[src/rtl/fire2_squeeze_ofm_writer.sv]
// Captures one pixel's DSP_NO channel results per sample pulse and serializes
// them into the channel-major activation RAM, one word per cycle.
module fire2_squeeze_ofm_writer #(
  parameter int WIDTH     = 16,
  parameter int DSP_NO    = 16,
  parameter int WOUT      = 64,
  parameter int BASE_ADDR = 0,
  parameter int ADDR_W    = 16
) (
  input  logic              clk,
  input  logic              rst,
  input  logic              fire2_squeeze_sample,
  input  logic [WIDTH-1:0]  ofm [0:DSP_NO-1],
  output logic              ram_we,
  output logic [ADDR_W-1:0] ram_addr,
  output logic [WIDTH-1:0]  ram_wdata,
  output logic              ram_feedback,
  output logic              layer_done,
  output logic              overflow
);
  localparam int W2     = WOUT * WOUT;
  localparam int LOG_W2 = $clog2(W2);
  localparam bit POW2   = (W2 & (W2 - 1)) == 0;
  localparam int CH_W   = (DSP_NO > 1) ? $clog2(DSP_NO) : 1;
  localparam int PIX_W  = LOG_W2 + 1;
  localparam logic [CH_W-1:0]  CH_LAST = CH_W'(DSP_NO - 1);
  localparam logic [PIX_W-1:0] PIX_END = PIX_W'(W2);

  typedef enum logic [1:0] {IDLE, WRITE, DONE} state_t;

  state_t            state, state_n;
  logic [CH_W-1:0]   ch, ch_n;
  logic [PIX_W-1:0]  pix, pix_n;
  logic [WIDTH-1:0]  buf_q [0:DSP_NO-1];
  logic              load, emit;
  logic              we_n, fb_n, done_n, ovf_n;
  logic [ADDR_W-1:0] addr_n;
  logic [WIDTH-1:0]  wdata_n;
  logic [31:0]       ch_off;

  // ch tracks the channel currently on the RAM port; outputs for the next
  // cycle are computed here and registered below.
  always_comb begin
    state_n = state;
    ch_n    = ch;
    pix_n   = pix;
    load    = 1'b0;
    emit    = 1'b0;
    done_n  = layer_done;
    ovf_n   = overflow;
    case (state)
      IDLE: if (fire2_squeeze_sample) begin
        load    = 1'b1;
        emit    = 1'b1;
        ch_n    = '0;
        state_n = WRITE;
      end
      WRITE: if (ch == CH_LAST) begin
        pix_n = pix + 1'b1;
        ch_n  = '0;
        if (pix_n == PIX_END) begin
          state_n = DONE;
          done_n  = 1'b1;
        end else if (fire2_squeeze_sample) begin
          load = 1'b1;
          emit = 1'b1;
        end else begin
          state_n = IDLE;
        end
      end else begin
        ch_n = ch + 1'b1;
        emit = 1'b1;
        if (fire2_squeeze_sample) ovf_n = 1'b1;
      end
      DONE:    done_n = 1'b1;
      default: state_n = IDLE;
    endcase

    if (POW2) ch_off = 32'(ch_n) << LOG_W2;
    else      ch_off = 32'(ch_n) * 32'(W2);

    we_n    = emit;
    fb_n    = emit;
    addr_n  = ram_addr;
    wdata_n = ram_wdata;
    if (emit) begin
      addr_n  = ADDR_W'(32'(BASE_ADDR) + ch_off + 32'(pix_n));
      wdata_n = load ? ofm[0] : buf_q[ch_n];
    end
  end

  always_ff @(posedge clk) begin
    if (rst) begin
      state        <= IDLE;
      ch           <= '0;
      pix          <= '0;
      ram_we       <= 1'b0;
      ram_addr     <= '0;
      ram_wdata    <= '0;
      ram_feedback <= 1'b0;
      layer_done   <= 1'b0;
      overflow     <= 1'b0;
    end else begin
      state        <= state_n;
      ch           <= ch_n;
      pix          <= pix_n;
      ram_we       <= we_n;
      ram_addr     <= addr_n;
      ram_wdata    <= wdata_n;
      ram_feedback <= fb_n;
      layer_done   <= done_n;
      overflow     <= ovf_n;
    end
  end

  // Buffer needs no reset: it is always reloaded before any word is read.
  always_ff @(posedge clk) begin
    if (!rst && load) buf_q <= ofm;
  end
endmodule

[config.mk]
export PLATFORM = sky130hd
export DESIGN_NAME = fire2_squeeze_ofm_writer
export DESIGN_NICKNAME = d
export VERILOG_FILES = /design/src/rtl/fire2_squeeze_ofm_writer.sv
export SDC_FILE = /design/constraint.sdc
export NUM_CORES = 1
export LEC_CHECK = 0
export BUFFER_PORTS_ARGS = -buffer_cell sky130_fd_sc_hd__buf_2
export CAP_MARGIN = 40
export CORE_UTILIZATION = 40
export CTS_CLUSTER_SIZE = 8
export DETAILED_ROUTE_END_ITERATION = 16
export PLACE_DENSITY = 0.71
export SLEW_MARGIN = 40
export SYNTH_ARGS = -nofsm -noshare
export SYNTH_HDL_FRONTEND = slang
export SYNTH_SLANG_ARGS = --single-unit
[constraint.sdc]
create_clock -name clk -period 13.02 [get_ports clk]
set_clock_uncertainty 0.15 [all_clocks]
set_input_delay 0.651 -clock clk [delete_from_list [all_inputs] [get_ports clk]]
set_output_delay 0.651 -clock clk [all_outputs]
set_load 0.02 [all_outputs]
==> metrics.cfg <==
[logic_synthesis]
synth-seq-cells=310
seq_area_frac_synth=0.7028
ys.flop_type=edfxtp_1
synth-async-reset-ratio=0
avgSynthCellArea_um2=17.09
synth_nets=993
synthCells=730
synthDistinctLibCells=47
yosysWarnings=0
synth-edff-count=256
synth_area_um2=12480

[sta]
relSlewSlack=0.4849
rsz0062_at_grt=false
fin_setup_tns_ns=0
fin_crit_sh=0.3250
drv_slew=0
setup_viol=0
tightestPinTransition_ns=0.7707
fin_crit_ns=4.232
fmax_ghz=0.2363
hold_viol=0
fin_ws_ns=8.788

[die]
initial_utilization=0.4068
core_area_um2=30670
rows=64
ioPinCount=295
die_h_um=178.6
die_x_um=178.6
die_area_um2=31900

[clock_network]
post_cts_buffers=0
cts.sink_count=310
clkLatencyLatePin_ns=0.53
cts.clk_slew.worst_paths_ns=0.05
cts_resized=0
cts_made_buffers=44
cts_max_path_buffers=3
cts.htree.levels=2
cts-root-buf=clkbuf_16
cts_tree=yes
holdBufCountCts=0

[grt]
grt_use_total=0.1882
antenna_found_initial=4
grt_pass1_vias=7782
grt_overflow=0
grt_pass1_wl_um=43870
grt_max_degree=96

[worst_setup_path]
worstPathArrival_ns=4.23
crit_top_cell=buf_4
required_ns=13.02
worstPathMaxFanout=78
crit_path_start_kind=flip-flop
reg2reg_from=pix[7]
crit_chain=nand3_1 -> or3_1 -> a31o_1 -> nand4_1 -> a31oi_4 -> buf_4 -> nor2_4 -> buf_8 -> buf_4 -> buf_6
ff2ff_path_depth=10
end_kind=flip-flop
cpPeakStageDelay_ns=0.63
worst-setup-path-type=flip-flop to flip-flop
critical-path-slowest-cell=buf_6
ff2ff_setup_slack_ns=8.79
rr_endpoint=buf_q[203]

[detailed_routing]
drc=0
drt_pass1_iterations=4
wirelength_um=29770
detail_route.iter0.violations=398
ant_nets=0
avgRoutedWirePerCell_um=20.21
vias=7579
post_drt_via_cell_ratio=5.145

[final_layout]
drive_gt1_frac=0.4035
fin_cells=1473
syn2layout_area_growth_pct=25.45
finalNetCount=1302
fillCellCount=2575

[pwr]
clkPwrFrac=0.445
netSwitchingFraction=0.2194
switchingPower_mw=0.5210
seqPwrFrac=0.477
p_int_mw=1.854
powerDensity_nw_per_um2=151.7
leakagePower_nw=6.112
p_comb_frac=0.078
peakVddDrop_uv=113.7

[hold_path]
hp-class=input pin to flip-flop
holdPathEnd=buf_q[68]
hold_depth=1
hp-start=ofm[68]

[placement]
dp.cells=1388
io_buffers=294
gp_congestion=0.8422
pre_cts_slack_ns=8.495
dp_hpwl_um=20440

[run_status]
outcome=finished clean

[job]
cap_violations=0

-- through the flow --
stage,utilization,hold WS (ns),power (mW),cell area [um2]
final,0.5103,0.1388,2.375,15650
after global routing,0.5102,0.1142,2.460,15650
after CTS,0.5094,0.1150,2.404,15620
after detailed placement,0.4674,0.3068,1.340,14330
after global placement,0.4663,0.2943,1.335,14300
after floorplan,-,0.3740,1.272,12480
-- layout by cell type, fill, tap and decap left out, types with 3 or more instances in the layout --
cell / instances
mux4_2: 32
xnor2_1: 7
mux2i_1: 70
clkbuf_16: 45
edfxtp_1: 256
ha_1: 4
dfxtp_1: 54
o21ai_0: 18
a211oi_1: 12
o32ai_2: 16
inv_1: 4
a221oi_1: 14
a221oi_2: 19
nand2_1: 13
nor3b_1: 3
buf_2: 294
and3_1: 18
nand2b_1: 18
nand3_1: 9
buf_6: 3
a22oi_1: 17
nor2b_1: 5
nor2_1: 55
nand4_1: 3
clkbuf_1: 33
buf_4: 6
diode_2: 4
xor2_1: 11
-- metal layers --
metal	vias to the layer above	global-route usage	routed length, um	part of all wire
li1	3551	-	-	-
met1	3657	0.2265	11770	0.40
met2	299	0.3177	14880	0.50
met3	70	0.04582	1969	0.066
met4	2	0.08686	1137	0.038
met5	-	0	13	0.00044
-- layout make-up --
class	count	area, um2	area share
well taps	396	495.5	0.03166
flip-flops and latches	310	8768	0.5602
inverters	5	21.27	0.001359
multi-input cells	372	3472	0.2218
clock inverters	2	40.04	0.002558
clock buffers	78	1250	0.07986
diodes	4	10.01	0.0006395
repair buffers	306	1594	0.1018
-- Yosys cell counts (2+ instances only) --
master | number | share of area
a221oi_1 | 14 | 0.0098
edfxtp_1 | 256 | 0.62
o32ai_2 | 16 | 0.021
a31oi_1 | 2 | 0.0010
xnor2_1 | 7 | 0.0049
xor2_1 | 11 | 0.0077
buf_2 | 17 | 0.0068
nand2b_1 | 19 | 0.0095
nor2_1 | 56 | 0.017
and3_1 | 18 | 0.0090
nor3_1 | 2 | 0.00080
nand3_1 | 9 | 0.0036
nand2_1 | 13 | 0.0039
o21ai_0 | 18 | 0.0072
dfxtp_1 | 54 | 0.087
nor3b_1 | 3 | 0.0018
buf_4 | 7 | 0.0042
mux2i_1 | 71 | 0.057
and2_1 | 2 | 0.0010
buf_1 | 2 | 0.00060
inv_1 | 4 | 0.0012
nor2b_1 | 5 | 0.0025
a211oi_1 | 12 | 0.0072
a22oi_1 | 17 | 0.010
a21oi_1 | 4 | 0.0016
nand4_1 | 3 | 0.0015
ha_1 | 4 | 0.0040
buf_8 | 2 | 0.0024
buf_6 | 4 | 0.0036
nor4_1 | 2 | 0.0010
a221oi_2 | 19 | 0.023
clkbuf_1 | 10 | 0.0030
mux4_2 | 32 | 0.058
or3_1 | 2 | 0.0010
-- power groups by stage --
stage,Combinational (mW),Clock [mW],Sequential [mW]
2_1_floorplan,0.106,0,1.17
3_3_place_gp,0.184,0,1.15
3_5_place_dp,0.187,0,1.15
4_1_cts,0.188,1.08,1.13
5_1_grt,0.200,1.12,1.14
6_report,0.185,1.06,1.13
-- how the worst max path moves through the flow --
stage,cells after the start,start,slack [ns],to
global placement,9,pix[7],8.42,buf_q[108]
floorplan,8,pix[7],4.16,buf_q[0]
CTS,9,pix[7],8.49,buf_q[92]
detailed placement,9,pix[7],8.50,buf_q[125]
finish,10,pix[7],8.79,buf_q[203]
global route,10,pix[6],8.48,buf_q[10]
-- critical path, delay by kind of cell, from the launching register on --
family	cells	cell delay, ns
buf+inv	4	1.74
simple gates	4	1.12
flops	1	0.47
compound gates	2	0.31
-- registers in the layout (all words and copies together) (netlist names) --
signal,flops
buf_q,256
ram_addr,16
ram_wdata,16
pix,13
ch,4
state,2
layer_done,1
overflow,1
ram_feedback,1
-- kinds of logic after synthesis --
group | count (synthesis) | share of synthesized area
xor+xnor | 18 | 0.01264
mux | 104 | 0.1156
simple gates | 137 | 0.05476
compound gates | 109 | 0.08635
flops | 310 | 0.7028
buf+inv | 48 | 0.02377
fa+ha+maj | 4 | 0.004012
No activity file was read; power rests on OpenSTA's default activity.
